==> src/rtl/loader_pkg.sv <==
// Shared types and helpers for the program loader: FSM states, default
// end-of-program marker and the writable capacity of the target memory.
package loader_pkg;

  typedef enum logic [2:0] {
    IDLE  = 3'd0,
    LOAD  = 3'd1,
    DRAIN = 3'd2,
    DONE  = 3'd3,
    ERR   = 3'd4
  } ldr_state_e;

  localparam int DEF_DATA_W = 16;
  localparam logic [DEF_DATA_W-1:0] DEF_END_WORD = '1;

  // Number of words that fit between the base address and the top of memory.
  function automatic int ldr_capacity(input int addr_w, input int base);
    return (1 << addr_w) - base;
  endfunction

endpackage

==> src/rtl/ldr_fifo.sv <==
// First-word-fall-through FIFO with flush; the head word is visible on rdata
// whenever empty is low.
module ldr_fifo #(
  parameter int DATA_W = 16,
  parameter int DEPTH  = 4
) (
  input  logic              clk,
  input  logic              rst_b,
  input  logic              flush,
  input  logic              push,
  input  logic              pop,
  input  logic [DATA_W-1:0] wdata,
  output logic [DATA_W-1:0] rdata,
  output logic              full,
  output logic              empty
);

  localparam int PTR_W = $clog2(DEPTH);
  localparam logic [PTR_W-1:0] PTR_ONE = 1;
  localparam logic [PTR_W:0]   CNT_ONE = 1;
  localparam logic [PTR_W:0]   CNT_FULL = DEPTH;

  logic [DATA_W-1:0] mem [DEPTH];
  logic [PTR_W-1:0]  wr_ptr;
  logic [PTR_W-1:0]  rd_ptr;
  logic [PTR_W:0]    count;
  logic              do_push;
  logic              do_pop;

  assign full    = (count == CNT_FULL);
  assign empty   = (count == '0);
  assign rdata   = mem[rd_ptr];
  assign do_pop  = pop && !empty;
  // A pop frees the slot in the same cycle, so a push against a full FIFO is
  // only honoured alongside a pop.
  assign do_push = push && (!full || pop);

  always_ff @(posedge clk or negedge rst_b) begin
    if (!rst_b) begin
      wr_ptr <= '0;
      rd_ptr <= '0;
      count  <= '0;
    end else if (flush) begin
      wr_ptr <= '0;
      rd_ptr <= '0;
      count  <= '0;
    end else begin
      if (do_push) wr_ptr <= wr_ptr + PTR_ONE;
      if (do_pop)  rd_ptr <= rd_ptr + PTR_ONE;
      case ({do_push, do_pop})
        2'b10:   count <= count + CNT_ONE;
        2'b01:   count <= count - CNT_ONE;
        default: count <= count;
      endcase
    end
  end

  always_ff @(posedge clk) begin
    if (do_push && !flush) mem[wr_ptr] <= wdata;
  end

endmodule

==> src/rtl/prog_loader.sv <==
// Streams instruction words from a valid/ready source into instruction memory
// at consecutive addresses from BASE_ADDR, buffered through a small FIFO.
module prog_loader
  import loader_pkg::*;
#(
  parameter int                DATA_W     = 16,
  parameter int                ADDR_W     = 8,
  parameter int                BASE_ADDR  = 0,
  parameter int                FIFO_DEPTH = 4,
  parameter int                END_EN     = 1,
  parameter logic [DATA_W-1:0] END_WORD   = {DATA_W{1'b1}}
) (
  input  logic              clk,
  input  logic              rst_b,
  input  logic              start,
  input  logic              in_valid,
  input  logic [DATA_W-1:0] in_data,
  input  logic              in_last,
  output logic              in_ready,
  output logic              mem_we,
  output logic [ADDR_W-1:0] mem_addr,
  output logic [DATA_W-1:0] mem_wdata,
  input  logic              mem_ready,
  output logic              busy,
  output logic              done,
  output logic              err_ovf,
  output logic [ADDR_W:0]   word_cnt
);

  localparam logic [ADDR_W:0]   CAP      = (ADDR_W+1)'(ldr_capacity(ADDR_W, BASE_ADDR));
  localparam logic [ADDR_W-1:0] BASE     = ADDR_W'(BASE_ADDR);
  localparam logic [ADDR_W-1:0] ADDR_MAX = '1;
  localparam logic [ADDR_W-1:0] ADDR_ONE = 1;
  localparam logic [ADDR_W:0]   CNT_ONE  = 1;

  ldr_state_e        state;
  ldr_state_e        state_nxt;
  logic [ADDR_W:0]   acc_cnt;
  logic [DATA_W-1:0] fifo_head;
  logic              fifo_full;
  logic              fifo_empty;
  logic              fifo_flush;
  logic              is_end;
  logic              xfer;
  logic              at_cap;
  logic              session_start;
  logic              push;
  logic              pop;

  assign is_end        = (END_EN != 0) && (in_data == END_WORD);
  assign xfer          = in_valid && in_ready;
  assign at_cap        = (acc_cnt == CAP);
  assign session_start = start && (state == IDLE || state == DONE || state == ERR);
  assign push          = xfer && !is_end && !at_cap;
  assign pop           = mem_we && mem_ready;
  // Overflow discards everything still buffered so nothing more reaches memory.
  assign fifo_flush    = session_start || (xfer && !is_end && at_cap);

  ldr_fifo #(
    .DATA_W (DATA_W),
    .DEPTH  (FIFO_DEPTH)
  ) u_fifo (
    .clk   (clk),
    .rst_b (rst_b),
    .flush (fifo_flush),
    .push  (push),
    .pop   (pop),
    .wdata (in_data),
    .rdata (fifo_head),
    .full  (fifo_full),
    .empty (fifo_empty)
  );

  always_ff @(posedge clk or negedge rst_b) begin
    if (!rst_b) state <= IDLE;
    else        state <= state_nxt;
  end

  always_comb begin
    state_nxt = state;
    case (state)
      IDLE, DONE, ERR: if (start) state_nxt = LOAD;
      LOAD: begin
        // The end marker outranks in_last: it is swallowed, never written.
        if (xfer) begin
          if (is_end)       state_nxt = DRAIN;
          else if (at_cap)  state_nxt = ERR;
          else if (in_last) state_nxt = DRAIN;
        end
      end
      DRAIN:   if (fifo_empty) state_nxt = DONE;
      default: state_nxt = IDLE;
    endcase
  end

  always_comb begin
    in_ready  = (state == LOAD) && !fifo_full;
    mem_we    = (state == LOAD || state == DRAIN) && !fifo_empty;
    mem_wdata = fifo_empty ? '0 : fifo_head;
    busy      = (state == LOAD || state == DRAIN);
    done      = (state == DONE);
    err_ovf   = (state == ERR);
  end

  always_ff @(posedge clk or negedge rst_b) begin
    if (!rst_b) begin
      mem_addr <= BASE;
      word_cnt <= '0;
      acc_cnt  <= '0;
    end else if (session_start) begin
      mem_addr <= BASE;
      word_cnt <= '0;
      acc_cnt  <= '0;
    end else begin
      if (pop) begin
        word_cnt <= word_cnt + CNT_ONE;
        // Hold at the top address after the final write instead of wrapping.
        if (mem_addr != ADDR_MAX) mem_addr <= mem_addr + ADDR_ONE;
      end
      if (push) acc_cnt <= acc_cnt + CNT_ONE;
    end
  end

endmodule

==> config.mk <==
export PLATFORM = sky130hd
export DESIGN_NAME = prog_loader
export DESIGN_NICKNAME = d
export VERILOG_FILES = /design/src/rtl/loader_pkg.sv /design/src/rtl/ldr_fifo.sv /design/src/rtl/prog_loader.sv
export SDC_FILE = /design/constraint.sdc
export NUM_CORES = 1
export LEC_CHECK = 0
export CORE_ASPECT_RATIO = 1.5
export CORE_MARGIN = 2
export CORE_UTILIZATION = 55
export DETAILED_ROUTE_END_ITERATION = 8
export GPL_TIMING_DRIVEN = 0
export HOLD_SLACK_MARGIN = 0.06
export PLACE_DENSITY_LB_ADDON = 0.3
export RECOVER_POWER = 100
export SLEW_MARGIN = 25
export SYNTH_ARGS = -nofsm -noshare
export SYNTH_HDL_FRONTEND = slang
export SYNTH_SLANG_ARGS = --single-unit
==> constraint.sdc <==
create_clock -name clk -period 2.75 [get_ports clk]
set_input_delay 0.4125 -clock clk [delete_from_list [all_inputs] [get_ports clk]]
set_output_delay 0.4125 -clock clk [all_outputs]
set_load 0.01 [all_outputs]
Word-level counts from Yosys, hierarchy flattened
Memory sizes are Yosys's and may differ from the RTL's. Index checks and enable logic that the tools add are counted.

Add/subtract/negate cells: 7. Multipliers: 0. Div/mod/pow operators: 0. $lt $le $gt $ge: 0. Eq/ne operators: 14. Shift operators: 0. Mux-type cells: 23. Bitwise gates (word level): 0. Reduce and logical (&&, ||, !) cells: 32.

Operators by type and width (number): $mux W9 (4); $mux W8 (3); $mux W3 (7); $add A9 B1 Y9 const B (2); $eq A16 B16 Y1 const B (1); $mux W16 (1); $logic_and A1 B1 Y1 (11); $reduce_bool A2 Y1 (5); $eq A9 B9 Y1 const B (1); $pmux W3 S3 (1); $add A8 B1 Y8 const B (1); $mux W2 (4); $ne A8 B8 Y1 const B (1); $eq A3 B2 Y1 const B (2); $eq A3 B3 Y1 const B (2); $logic_not A3 Y1 (2); $ne A2 B2 Y1 const B (3); $pmux W3 S2 (1); $logic_not A1 Y1 (5); $logic_or A1 B1 Y1 (5); $add A2 B1 Y2 const B (2); $ne A4 B4 Y1 const B (1); $reduce_and A4 Y1 (1); $add A3 B1 Y3 const B (1); other kinds (8) (9).

Register bits: 36. Bits in latches: 0. Bits in writable memories: 64. ROM bits: 0. Output and inout port bits: 38. Word-level logic and storage cells: 84. Memories kept: 1.

Memory list: u_fifo.mem (depth 4, width 16, read ports 1, clocked after Yosys merged registers in 0, wr ports 1, RTL line ldr_fifo.sv:23) `logic [DATA_W-1:0] mem [DEPTH];`.

Logic depth before layout (Yosys ltp)
Word-level depth: 11. Gate-level depth with buffers: 10. Mapped depth without buffers: 10.

Cells and area by module
A second synthesis with hierarchy kept.

Cells, all modules: 354. Area total of the unflattened synthesis: 4692.0 µm².

By module, submodules not included: ldr_fifo (times used 1, cells each 147, area an instance 2861.5 µm², sequential area each 2097.0 µm²); prog_loader (times used 1, cells each 207, area an instance 1830.5 µm², sequential area each 725.7 µm²).

Least setup slack after synthesis
Ideal clock, no wire load.

Kind: register -> register. From: reg acc_cnt[2]. To: reg u_fifo.count[2]. Arrival time: 2.423 ns. Required time: 2.624 ns. Path slack: 0.201 ns. Stages on the path, launching flop included: 9. Period minus slack after synthesis: 2.549 ns. Cell sequence: dfrtp_1 or4_4 or4_4 a31oi_4 fa_1 o31ai_1 nor4_1 o21ai_0 nor3b_2.

Cells in the longest elaborated chain, start to end: 7. Elaborated cells between the ends (all ways): 11. Classes of those cells: 3 x eq/ne; 2 x mux; 6 x reduce/logical.

RTL lines: start, declared (RTL line prog_loader.sv:38) `logic [ADDR_W:0] acc_cnt;`; start signal, assigned (RTL line prog_loader.sv:120) `if (push) acc_cnt <= acc_cnt + CNT_ONE;`; $eq A9 B9 Y1 * (RTL line prog_loader.sv:52) `assign at_cap = (acc_cnt == CAP);`; $logic_not A1 Y1 (RTL line prog_loader.sv:54) `assign push = xfer && !is_end && !at_cap;`; $logic_and A1 B1 Y1 (RTL line prog_loader.sv:54); $logic_and A1 B1 Y1 (RTL line ldr_fifo.sv:36) `assign do_push = push && (!full || pop);`; $eq A2 B1 Y1 or $eq A2 B2 Y1 (tied branches) (RTL line ldr_fifo.sv:50) `case ({do_push, do_pop})`; $pmux W3 S2 (RTL line ldr_fifo.sv:50); $mux W3 (RTL line ldr_fifo.sv:43) `end else if (flush) begin`; end signal, assigned (RTL line ldr_fifo.sv:51) `2'b10: count <= count + CNT_ONE;`; end signal, assigned (RTL line ldr_fifo.sv:52) `2'b01: count <= count - CNT_ONE;`; end signal, assigned (RTL line ldr_fifo.sv:53) `default: count <= count;`; end, declared (RTL line ldr_fifo.sv:26) `logic [PTR_W:0] count;`.

Every way passes the cells marked *; elsewhere a longest branch is shown, timed or not. A chain may end at the register's enable or synchronous reset.

Final worst setup path
From: in in_data[14]. To: reg u_fifo.count[2].

Cells in the longest elaborated chain, start to end: 8. Elaborated cells between the ends (all ways): 12. Classes of those cells: 3 x eq/ne; 2 x mux; 7 x reduce/logical.

RTL lines: start, declared (RTL line prog_loader.sv:17) `input logic [DATA_W-1:0] in_data,`; $eq A16 B16 Y1 * (RTL line prog_loader.sv:50) `assign is_end = (END_EN != 0) && (in_data == END_WORD);`; $logic_not A1 Y1 * (RTL line prog_loader.sv:54, prog_loader.sv:57); $logic_and A1 B1 Y1 * (RTL line prog_loader.sv:54, prog_loader.sv:57); $logic_and A1 B1 Y1 (RTL line prog_loader.sv:54); $logic_and A1 B1 Y1 (RTL line ldr_fifo.sv:36); $eq A2 B1 Y1 or $eq A2 B2 Y1 (tied branches) (RTL line ldr_fifo.sv:50); $pmux W3 S2 (RTL line ldr_fifo.sv:50); $mux W3 (RTL line ldr_fifo.sv:43).

Marks and branches as above.

==> results_tabular.tex <==
\begin{tabular}{lr}
\hline
Metric & Value \\
\hline
\multicolumn{2}{l}{\textbf{Run status}} \\
Run status & finished, final reports clean \\
\multicolumn{2}{l}{\textbf{Timing}} \\
Max\_slew headroom & 0.471 \\
Tcrit/Tclk final & 0.972 \\
Largest clock skew in the final design & 7.83 ps \\
Slew at the pin closest to its max-slew limit & 793 ps \\
Worst setup slack after layout & 75.7 ps \\
Achievable frequency & 374 MHz \\
Final Hold Vio Count & 0 \\
Endpoints failing setup & 0 \\
Shortest clock period the worst path allows after layout & 2670 ps \\
Max-slew violation total from the final report & 0 \\
\multicolumn{2}{l}{\textbf{Place}} \\
Setup slack at placement & -568 ps \\
Post-detail-place hpwl & 6.60 mm \\
Routability congestion estimate & 0.833 \\
IO Port Bufs & 59 \\
Number of placed instances, taps included & 492 \\
Placed Area & 5280 um2 \\
\multicolumn{2}{l}{\textbf{Die}} \\
Initial core utilization & 0.567 \\
Horizontal extent of the die & 78.2 um \\
FP Rows & 40 \\
Ports & 60 \\
Die Outline Area & 9010 um2 \\
Height of the die & 115 um \\
Placeable core area & 8010 um2 \\
\multicolumn{2}{l}{\textbf{Yosys}} \\
Average footprint of a synthesized cell & 13.9 um2 \\
Post-synthesis sequential element count & 100 \\
Yosys warns & 0 \\
Net Count, Synth & 358 \\
Most used DFF post-synth & sky130\_fd\_sc\_hd\_\_edfxtp\_1 \\
Number of flops mapped to enable cells by yosys & 64 \\
Netlist area before placement & 4540 um2 \\
Async set-or-reset flop fraction in the synthesized netlist & 0.360 \\
Distinct cells, synth & 53 \\
Cell count after synthesis & 327 \\
Share of synthesized area occupied by flip-flops and latches & 0.622 \\
\multicolumn{2}{l}{\textbf{Critical path}} \\
CP Launch Type & input port \\
Last element of the critical path & u\_fifo.count[2] \\
Worst setup path startpoint & in\_data[14] \\
Required time of the worst setup path & 2970 ps \\
Data arrival time at the worst-slack endpoint & 2890 ps \\
Maximum fanout count along the critical path & 6 \\
Critical setup path kind & input port to flop \\
Worst reg2reg path startpoint & acc\_cnt[3] \\
Reg-to-reg setup timing slack & 100 ps \\
Crit end category & flop \\
Depth of the worst register-to-register path & 8 \\
End of the worst register-to-register path & u\_fifo.count[2] \\
\multicolumn{2}{l}{\textbf{Power}} \\
Worst vdd rail ir drop & 577 uV \\
Power density of the placed cells & 927 nW/um2 \\
LEAKAGE & 2.13 nW \\
Power Total & 5.22 mW \\
\multicolumn{2}{l}{\textbf{Clock tree}} \\
Number of CTS-inserted buffers & 9 \\
CTS Root Cell & sky130\_fd\_sc\_hd\_\_clkbuf\_16 \\
Max Buffers Root-to-Sink & 2 \\
CTS tree & built \\
Level count of the clock H-tree & 3 \\
Number of clock sinks & 100 \\
Clk pin slew, worst setup/hold paths & 60 ps \\
Clk Latency, worst-skew pair & 350 ps \\
\multicolumn{2}{l}{\textbf{Layout}} \\
Share of final-layout standard cells stronger than drive strength 1 & 0.173 \\
Antenna diodes & 0 \\
Final core utilization & 0.703 \\
Post-route standard cell area excluding fillers & 5630 um2 \\
Number of nets in the layout & 436 \\
Area added between synthesis and finish & 23.9\% \\
Fin cells & 515 \\
\multicolumn{2}{l}{\textbf{Global route}} \\
Global-route wire length before repair & 15.3 mm \\
Maximum number of pins on one net before global-route repair & 25 \\
Antenna violations before repair & 0 \\
Total Routing Usage GR & 0.226 \\
Number of global-route vias before repair & 3054 \\
Total global routing overflow & 0 \\
\multicolumn{2}{l}{\textbf{Flow run}} \\
Max-cap check violation count & 0 \\
\multicolumn{2}{l}{\textbf{Detailed routing}} \\
Drt total wl & 9.67 mm \\
Post-route ant nets & 0 \\
DRC violation count after routing & 0 \\
Via count & 3019 \\
First-pass iteration count of the detailed router & 4 \\
Number of vias per cell & 5.86 \\
Initial drt markers & 177 \\
Routed wirelength normalized by instance count & 18.8 um \\
\multicolumn{2}{l}{\textbf{Min path}} \\
Tightest Hold Check Type & input port to flop \\
\hline
\end{tabular}
-- what timing repair did --
action	in CTS	in global routing
pin swaps	6	3
cloned	0	0
buffers inserted	6	1
endpoints found under the setup margin	11	76
hold buffers	1	0
gates resized for setup	26	8
hold endpoints to repair	12	0
-- registers in the layout (all words and copies together) (netlist names) --
| register | count |
|---|---|
| word_cnt | 9 |
| u_fifo.mem | 64 |
| acc_cnt | 9 |
| state | 3 |
| u_fifo.rd_ptr | 2 |
| u_fifo.wr_ptr | 2 |
| u_fifo.count | 3 |
| mem_addr | 8 |
-- cells in the final DEF, fill, tap and decap left out, types with 8 or more instances in the layout --
| master | n |
|---|---|
| sky130_fd_sc_hd__o21ai_0 | 13 |
| sky130_fd_sc_hd__nand2_1 | 20 |
| sky130_fd_sc_hd__dlygate4sd3_1 | 19 |
| sky130_fd_sc_hd__ha_1 | 8 |
| sky130_fd_sc_hd__mux4_2 | 16 |
| sky130_fd_sc_hd__nor2_1 | 19 |
| sky130_fd_sc_hd__nand4_1 | 8 |
| sky130_fd_sc_hd__nand3_1 | 15 |
| sky130_fd_sc_hd__clkdlybuf4s50_1 | 24 |
| sky130_fd_sc_hd__clkbuf_16 | 9 |
| sky130_fd_sc_hd__nor2b_1 | 16 |
| sky130_fd_sc_hd__buf_4 | 9 |
| sky130_fd_sc_hd__dlygate4sd2_1 | 16 |
| sky130_fd_sc_hd__a21oi_1 | 13 |
| sky130_fd_sc_hd__clkbuf_1 | 9 |
| sky130_fd_sc_hd__dfrtp_1 | 35 |
| sky130_fd_sc_hd__edfxtp_1 | 64 |
-- kinds of logic (layout without fill, tap and decap cells) --
kind of cell,after synthesis,in the layout,share of synthesized area
buffers and inverters,19,102,0.0196
AND/OR/NAND/NOR,124,124,0.159
multiplexers,18,18,0.0840
AO/OA/AOI/OAI,46,46,0.0678
XOR/XNOR,11,11,0.0212
flip-flops,100,100,0.622
adder cells (fa/ha/maj),9,9,0.0265
-- critical path, cell delays in order --
cell	delay, ps
sky130_fd_sc_hd__dlygate4sd2_1	300
sky130_fd_sc_hd__nand4_1	210
sky130_fd_sc_hd__or4_2	740
sky130_fd_sc_hd__buf_4	200
sky130_fd_sc_hd__a31oi_4	190
sky130_fd_sc_hd__fa_2	250
sky130_fd_sc_hd__o31ai_1	90
sky130_fd_sc_hd__nor4_2	210
sky130_fd_sc_hd__o21ai_1	120
sky130_fd_sc_hd__nor3b_2	170
-- routing by layer --
layer | vias up | part of all wire | GRT usage
met5 | - | 0 | 0
met4 | 0 | 0.016 | 0.0982
met3 | 14 | 0.050 | 0.0487
met2 | 89 | 0.54 | 0.398
met1 | 1509 | 0.39 | 0.268
li1 | 1407 | - | -
-- cell usage after synthesis (6+ instances only) --
cell type,instances,share of area
sky130_fd_sc_hd__clkbuf_1,7,0.0058
sky130_fd_sc_hd__o21ai_0,14,0.015
sky130_fd_sc_hd__nor2_1,19,0.016
sky130_fd_sc_hd__nor2b_1,16,0.022
sky130_fd_sc_hd__buf_2,6,0.0066
sky130_fd_sc_hd__mux4_2,16,0.079
sky130_fd_sc_hd__and2_1,6,0.0083
sky130_fd_sc_hd__dfrtp_1,36,0.20
sky130_fd_sc_hd__nand3_1,15,0.017
sky130_fd_sc_hd__ha_1,8,0.022
sky130_fd_sc_hd__edfxtp_1,64,0.42
sky130_fd_sc_hd__nand2_1,20,0.017
sky130_fd_sc_hd__nor3_1,7,0.0077
sky130_fd_sc_hd__a21oi_1,13,0.014
sky130_fd_sc_hd__xor2_1,7,0.014
sky130_fd_sc_hd__or3_1,7,0.0096
sky130_fd_sc_hd__nand4_1,8,0.011
-- cell type report --
cell class | instances | area, um2
sequential | 100 | 2820
fill | 555 | 2380
multi-input combinational | 208 | 1650
timing repair buffer | 68 | 647
clock buffer | 12 | 246
tap | 105 | 131
buffer | 13 | 81.3
clock inverter | 4 | 25.0
inverter | 5 | 18.8
-- how the worst min path moves through the flow --
stage | startpoint | slack (ps) | cells after the start | to
3_5_place_dp | rst_b | 330 | 1 | mem_addr[4]
2_1_floorplan | rst_b | 120 | 0 | acc_cnt[0]
6_report | in_data[10] | 460 | 1 | u_fifo.mem[2][10]
5_1_grt | in_data[10] | 480 | 1 | u_fifo.mem[0][10]
3_3_place_gp | word_cnt[8] | 530 | 2 | word_cnt[8]
4_1_cts | in_data[10] | 460 | 1 | u_fifo.mem[2][10]
-- power breakdown --
group	leakage (nW)	total (mW)	switching, mW	internal [mW]
logic	0.936	2.03	1.02	1.00
clock network	0.129	1.15	0.519	0.635
registers	1.06	2.04	0.187	1.85
total	2.13	5.22	1.73	3.49
-- metrics by stage --
stage                     hold slack (ps)  TNS, ps
after detailed placement              332   -20160
after CTS                             455        0
final                                 462        0
after global placement                533   -20880
after global routing                  475    -14.0
after floorplan                       117        0
Note: power is estimated with default switching activity, not from simulation.
